### src/rtl/ps2_cmd_arbiter.sv
// Round-robin owner of the shared PS/2 transmitter for keyboard and mouse
// command requests.
//
// Ports:
//   CLOCK_50              system clock, rising edge
//   KEY                   asynchronous active-high reset
//   kb_req/kb_cmd         keyboard request level and command byte
//   kb_done/kb_err        keyboard completion pulses
//   ms_req/ms_cmd         mouse request level and command byte
//   ms_done/ms_err        mouse completion pulses
//   tx_start/tx_data      transmitter kick pulse and byte
//   tx_busy/tx_error      transmitter status
//   rx_valid/rx_data      received byte stream from the device
//   rx_pass               high when received bytes may reach the decoders
//   grant                 one-hot owner, bit0 keyboard, bit1 mouse
module ps2_cmd_arbiter #(
    parameter int ACK_TIMEOUT = 2500000,
    parameter int MAX_RETRY   = 2
) (
    input  logic       CLOCK_50,
    input  logic       KEY,
    input  logic       kb_req,
    input  logic [7:0] kb_cmd,
    output logic       kb_done,
    output logic       kb_err,
    input  logic       ms_req,
    input  logic [7:0] ms_cmd,
    output logic       ms_done,
    output logic       ms_err,
    output logic       tx_start,
    output logic [7:0] tx_data,
    input  logic       tx_busy,
    input  logic       tx_error,
    input  logic       rx_valid,
    input  logic [7:0] rx_data,
    output logic       rx_pass,
    output logic [1:0] grant
);

    typedef enum logic [2:0] {
        S_IDLE,
        S_SEND,
        S_WAIT_TX,
        S_WAIT_ACK,
        S_RESP
    } state_t;

    localparam logic [21:0] TO_LAST = 22'(ACK_TIMEOUT - 1);
    localparam logic [1:0]  RMAX    = 2'(MAX_RETRY);

    state_t      state, state_nx;
    logic [7:0]  cmd_q, cmd_nx;
    logic [1:0]  grant_q, grant_nx;
    logic [1:0]  retry_q, retry_nx;
    logic [21:0] cnt_q, cnt_nx;
    logic        first_q, first_nx;
    logic        last_ms_q, last_ms_nx;
    logic        done_nx, err_nx, fail;
    logic        pick_ms;
    logic        kb_done_q, kb_err_q, ms_done_q, ms_err_q;

    // Tie goes to whoever did not win last time.
    assign pick_ms = ms_req & (~kb_req | ~last_ms_q);

    always_comb begin
        state_nx   = state;
        cmd_nx     = cmd_q;
        grant_nx   = grant_q;
        retry_nx   = retry_q;
        cnt_nx     = cnt_q;
        first_nx   = first_q;
        last_ms_nx = last_ms_q;
        done_nx    = 1'b0;
        err_nx     = 1'b0;
        fail       = 1'b0;

        unique case (state)
            S_IDLE: begin
                if (kb_req || ms_req) begin
                    grant_nx   = pick_ms ? 2'b10 : 2'b01;
                    cmd_nx     = pick_ms ? ms_cmd : kb_cmd;
                    last_ms_nx = pick_ms;
                    retry_nx   = 2'd0;
                    state_nx   = S_SEND;
                end
            end
            S_SEND: begin
                first_nx = 1'b1;
                state_nx = S_WAIT_TX;
            end
            S_WAIT_TX: begin
                // busy only rises the cycle after tx_start, so the
                // first cycle here cannot be trusted
                first_nx = 1'b0;
                if (tx_error) begin
                    fail = 1'b1;
                end else if (!first_q && !tx_busy) begin
                    cnt_nx   = '0;
                    state_nx = S_WAIT_ACK;
                end
            end
            S_WAIT_ACK: begin
                if (cnt_q != '1) begin
                    cnt_nx = cnt_q + 22'd1;
                end
                // a received byte outranks a timeout in the same cycle
                if (rx_valid) begin
                    unique case (rx_data)
                        8'hFA:   done_nx = 1'b1;
                        8'hFE:   fail    = 1'b1;
                        8'hFC:   err_nx  = 1'b1;
                        default: ;
                    endcase
                end else if (cnt_q >= TO_LAST) begin
                    fail = 1'b1;
                end
            end
            S_RESP: begin
                state_nx = S_IDLE;
            end
            default: begin
                state_nx = S_IDLE;
            end
        endcase

        if (fail) begin
            if (retry_q < RMAX) begin
                retry_nx = retry_q + 2'd1;
                state_nx = S_SEND;
            end else begin
                err_nx = 1'b1;
            end
        end

        if (done_nx || err_nx) begin
            grant_nx = 2'b00;
            state_nx = S_RESP;
        end
    end

    always_ff @(posedge CLOCK_50 or posedge KEY) begin
        if (KEY) begin
            state     <= S_IDLE;
            cmd_q     <= 8'h00;
            grant_q   <= 2'b00;
            retry_q   <= 2'd0;
            cnt_q     <= '0;
            first_q   <= 1'b0;
            last_ms_q <= 1'b1;
            kb_done_q <= 1'b0;
            kb_err_q  <= 1'b0;
            ms_done_q <= 1'b0;
            ms_err_q  <= 1'b0;
        end else begin
            state     <= state_nx;
            cmd_q     <= cmd_nx;
            grant_q   <= grant_nx;
            retry_q   <= retry_nx;
            cnt_q     <= cnt_nx;
            first_q   <= first_nx;
            last_ms_q <= last_ms_nx;
            // owner is still in grant_q on the terminating cycle
            kb_done_q <= done_nx & grant_q[0];
            kb_err_q  <= err_nx  & grant_q[0];
            ms_done_q <= done_nx & grant_q[1];
            ms_err_q  <= err_nx  & grant_q[1];
        end
    end

    assign tx_start = (state == S_SEND);
    assign tx_data  = cmd_q;
    assign grant    = grant_q;
    assign rx_pass  = (state != S_WAIT_TX) && (state != S_WAIT_ACK);
    assign kb_done  = kb_done_q;
    assign kb_err   = kb_err_q;
    assign ms_done  = ms_done_q;
    assign ms_err   = ms_err_q;

endmodule

### config.mk
export PLATFORM = sky130hd
export DESIGN_NAME = ps2_cmd_arbiter
export DESIGN_NICKNAME = d
export VERILOG_FILES = /design/src/rtl/ps2_cmd_arbiter.sv
export SDC_FILE = /design/constraint.sdc
export NUM_CORES = 1
export LEC_CHECK = 0
export CELL_PAD_IN_SITES_DETAIL_PLACEMENT = 0
export CELL_PAD_IN_SITES_GLOBAL_PLACEMENT = 1
export CORE_MARGIN = 5
export CORE_UTILIZATION = 25
export CTS_CLUSTER_DIAMETER = 30
export DETAILED_ROUTE_END_ITERATION = 10
export GPL_TIMING_DRIVEN = 1
export PLACE_DENSITY_LB_ADDON = 0.1
export SYNTH_ARGS = -nofsm -noshare
export SYNTH_HDL_FRONTEND = slang
export SYNTH_SLANG_ARGS = --single-unit
### constraint.sdc
create_clock -name CLOCK_50 -period 3.1 [get_ports CLOCK_50]
set_clock_uncertainty 0.2 [all_clocks]
set_input_delay 0.31 -clock CLOCK_50 [delete_from_list [all_inputs] [get_ports CLOCK_50]]
set_output_delay 0.31 -clock CLOCK_50 [all_outputs]
set_load 0.1 [all_outputs]
* Yosys cells after proc, flatten, opt, wreduce, memory -nomap -nowiden
Cells that the tools add are included.
Word-level totals: flip-flop bits (word level) 43, input bits 31, output and inout port bits 16, logic and storage cells 83
Cells by class: add/sub/neg operators 2, $lt $le $gt $ge 2, equal/unequal tests 12, multiplexer cells 34, bitwise logic cells 8, reduce and logical (&&, ||, !) cells 14
Operators with widths (number):
- $mux 22 | 3
- $pmux 22 s2 | 1
- $eq 8x8->1 const B | 3
- $add 22x1->22 const B | 1
- $ge 22x22->1 const B | 1
- $ne 22x22->1 const B | 1
- $mux 3 | 6
- $mux 2 | 8
- $mux 1 | 12
- $pmux 3 s4 | 1
- $mux 8 | 1
- $reduce_bool 2->1 | 4
- $eq 3x2->1 const B | 2
- $ne 2x2->1 const B | 3
- $ne 3x2->1 const B | 2
- $and 1x1->1 | 5
- $pmux 1 s2 | 2
- $reduce_and 2->1 | 2
- $reduce_and 4->1 | 1
- $eq 3x1->1 const B | 1
- $logic_not 3->1 | 1
- $add 2x1->2 const B | 1
- $logic_and 1x1->1 | 2
- $logic_not 1->1 | 2
- 4 further kinds | 6

* Logic depth before layout (Yosys ltp)
depth after elaboration 9, gate-level depth with buffers 7, mapped depth without buffers 6

* Worst setup path after synthesis
Ideal clock, no wire load.
kind reg2out, start reg state[0], end out tx_start, arrival 2.651 ns, data required time 2.590 ns, slack -0.061 ns, cell stages (with the launch flop) 4, buffers on the path 1, cells stage by stage dfrtp_1 buf_2 inv_1 nor3_1
On the way: cells in the longest elaborated chain, start to end 1
Ends and longest elaborated chain:
- start, declared | line 51 | state_t state, state_nx;
- start signal, assigned | line 155 | state <= state_nx;
- $eq 3x1->1 | line 170 | assign tx_start = (state == S_SEND);
- end, declared | line 30 | output logic tx_start,
No other way between the ends.

* Worst setup path in the final report
start reg cnt_q[16], end reg cnt_q[8]
On the way: cells in the longest elaborated chain, start to end 3
Ends and longest elaborated chain:
- start, declared | line 55 | logic [21:0] cnt_q, cnt_nx;
- start signal, assigned | line 159 | cnt_q <= cnt_nx;
- $ne 22x22->1 | line 103 | if (cnt_q != '1) begin
- $ne 2x2->1 (no line)
- $reduce_and 4->1 (no line)
No other way between the ends. A chain may end at the register's enable or synchronous reset.

==> reports/results.txt <==
Antenna Cells: 0
maximum clock path buffer count: 2
share of cells above drive strength 1: 0.131
CTS tree: done
sequential share of power: 0.334
drt wl/cell: 15.5 um
num ports: 47
initial drt markers: 65
area share of the largest cell type after synthesis: 0.455
busiest layer in global routing: met2
HPWL after detailed placement: 4980 um
main combinational cell family by area after synthesis: simple AND/OR/NAND/NOR gates
first drt pass iteration count: 4
total die area: 11300 um^2
static leakage: 1.32 nW
Nets: 336
Die Y: 106 um
sw frac: 0.471
detailed-route via count: 2029
first-pass GRT wire length: 10500 um
DR DRC count: 0
crit path launch type: register
number of global-route vias before repair: 2068
Initial Util: 0.254
Routed WL: 6440 um
CP bufs+invs: 0
CP delay by family, top: compound AO/OA/AOI/OAI gates
CP Max Fanout: 9
CP required: 3120 ps
post-synthesis adder-cell area fraction: 0.00541
most common flop cell mapped by yosys: dfrtp_1
post-CTS sizing: 0
largest net degree at the start of global routing: 19
global route overflow: 0
commonest non-fill, non-tap cell in the layout: dfrtp_1
placer congestion estimate: 0.745
Synth area leader: dfrtp_1
Clk pwr share: 0.214
Rel. slew slack: 0.447
core footprint: 9110 um^2
endpoints failing setup: 0
H-tree depth: 2
EDFF count, synth: 0
Final Hold Vio Count: 0
Max-Cap Viols: 0
met1 usage: 0.156
Net Count, Synth: 283
hold-fix buffers at CTS: 0
post-synthesis sequential area ratio: 0.466
status: finished, final reports clean
fin cells: 416
Mapped Cells: 251
cell-internal power: 1.31 mW
Peak VDD IR: 0.472 mV
CTS buffer count: 5
fillers: 967
WP data arrival: 2520 ps
met3 Usage GRT: 0.0255
Buffers on Ports: 46
r2r startpoint: cnt_q[16]
Critical R2R Capture: cnt_q[8]
critical path's largest stage delay: 730 ps
met2 Track Usage GR: 0.196
Crit Path Class: reg2reg
synthesized area: 2310 um^2
worst-skew pair later-pin latency: 300 ps
Root Buffer: clkbuf_8
post-CTS setup buffer count: 0
commonest cells after routing, fill and taps aside: dfrtp_1, nand2_1, clkdlybuf4s50_1
Mean Syn Cell Area: 9.21 um^2
clock sinks: 43
CP max stage cell: o31ai_1
Hold Path Class: in2async
initial antenna violation count: 0
multiplexer share of the synthesized area: 0.0519
xor/xnor cell area share of the yosys netlist: 0.00758
Tcrit/Tclk final: 0.805
ranking of synthesized cells by area: dfrtp_1, nand2_1, o21ai_0, mux2i_1, a21oi_1
Cell Pwr Density: 815 nW/um^2
FF-to-FF path depth: 5
setup slack, reg-to-reg: 600 ps
Max Slew Vio Count: 0
Area Overhead vs Synth: 31.2%
post-synthesis compound-gate area fraction: 0.171
Tmin final: 2500 ps
critical-path cell list: nand4_1, or3_4, o31ai_1, o21ai_0, a21oi_1
Crit. Startpoint: cnt_q[16]
Critical Path End Type: register
switching power: 1.16 mW
Rows: 35
synth warn: 0
Placed Cells: 408
clk slew on worst S/H paths: 90 ps
Tot GR Track Use: 0.118
max frequency: 401 MHz
Fin Setup TNS: 0 ps
Routed Antenna Nets: 0
RSZ-0062 raised after global routing: false
Least-Margin Pin Slew: 822 ps
Comb pwr share: 0.452
drt via density: 4.88
Async S/R FF share, synth: 1.00
register bit total from synthesis: 43
Die W: 106 um
Simple-Gate Fraction of Synth Area: 0.270
Yosys cell types: 46
-- through the flow --
stage	hold slack (ps)	total power, mW	instance area [um^2]	setup slack [ps]	utilization
after floorplan	237	1.65	2320	625	-
after global placement	252	1.97	2900	365	0.319
after detailed placement	249	1.97	2900	336	0.319
after CTS	104	2.51	3030	601	0.333
after global routing	109	2.62	3030	340	0.333
final	86.8	2.47	3030	604	0.333
-- cells by family (layout without fill, tap and decap cells) --
family / Yosys count / in the layout
simple gates: 113 / 113
compound gates: 64 / 64
flops: 43 / 43
buf+inv: 16 / 70
mux: 12 / 12
xor+xnor: 2 / 2
fa+ha+maj: 1 / 1
-- layer usage --
layer | up-vias | wire (um)
met1 | 960 | 3050
met4 | 0 | 48
li1 | 1034 | -
met5 | - | 0
met2 | 31 | 3140
met3 | 4 | 200
-- cell type report --
type                            count  area, um^2  share of cell area
Clock inverter                      2        60.1              0.0198
Multi-Input combinational cell    192        1170               0.387
Clock buffer                        6        72.6              0.0239
Tap cell                          111         139              0.0458
Inverter                            8        30.0             0.00990
Sequential cell                    43        1080               0.355
Timing Repair Buffer               54         480               0.158
-- state kept, by name (all words and copies together) (netlist names) --
register   cells
grant          2
first_q        1
tx_data        8
cnt_q         22
state          3
last_ms_q      1
ms_err         1
retry_q        2
kb_done        1
ms_done        1
kb_err         1
-- synth_stat cells, drive strengths merged, types with 5 or more instances --
master	instances
dfrtp	42
nand2	37
o21ai	26
a21oi	13
mux2i	12
nand3	10
or3	10
or4	9
and3	8
inv	8
nor2	8
nor3	6
o211ai	6
buf	5
nand4	5
o31ai	5
-- worst register-to-register path: stages, from the launching register on --
cell     delay (ps)
dfrtp_1         480
nand4_1         200
or3_4           440
o31ai_1         730
o21ai_0         210
a21oi_1         160
-- worst max-delay path by stage --
stage / depth (start not counted) / endpoint
2_1_floorplan: 6 / cnt_q[18]
5_1_grt: 5 / cnt_q[8]
3_5_place_dp: 6 / cnt_q[12]
4_1_cts: 5 / cnt_q[8]
6_report: 5 / cnt_q[8]
3_3_place_gp: 6 / cnt_q[12]
-- power by group through the flow --
stage | combinational [mW] | sequential [mW] | clock, mW
6_report | 1.12 | 0.826 | 0.528
5_1_grt | 1.20 | 0.852 | 0.567
3_5_place_dp | 1.13 | 0.839 | 0
2_1_floorplan | 0.423 | 1.23 | 0
3_3_place_gp | 1.13 | 0.839 | 0
4_1_cts | 1.14 | 0.829 | 0.543
Note: power is estimated with default switching activity, not from simulation.
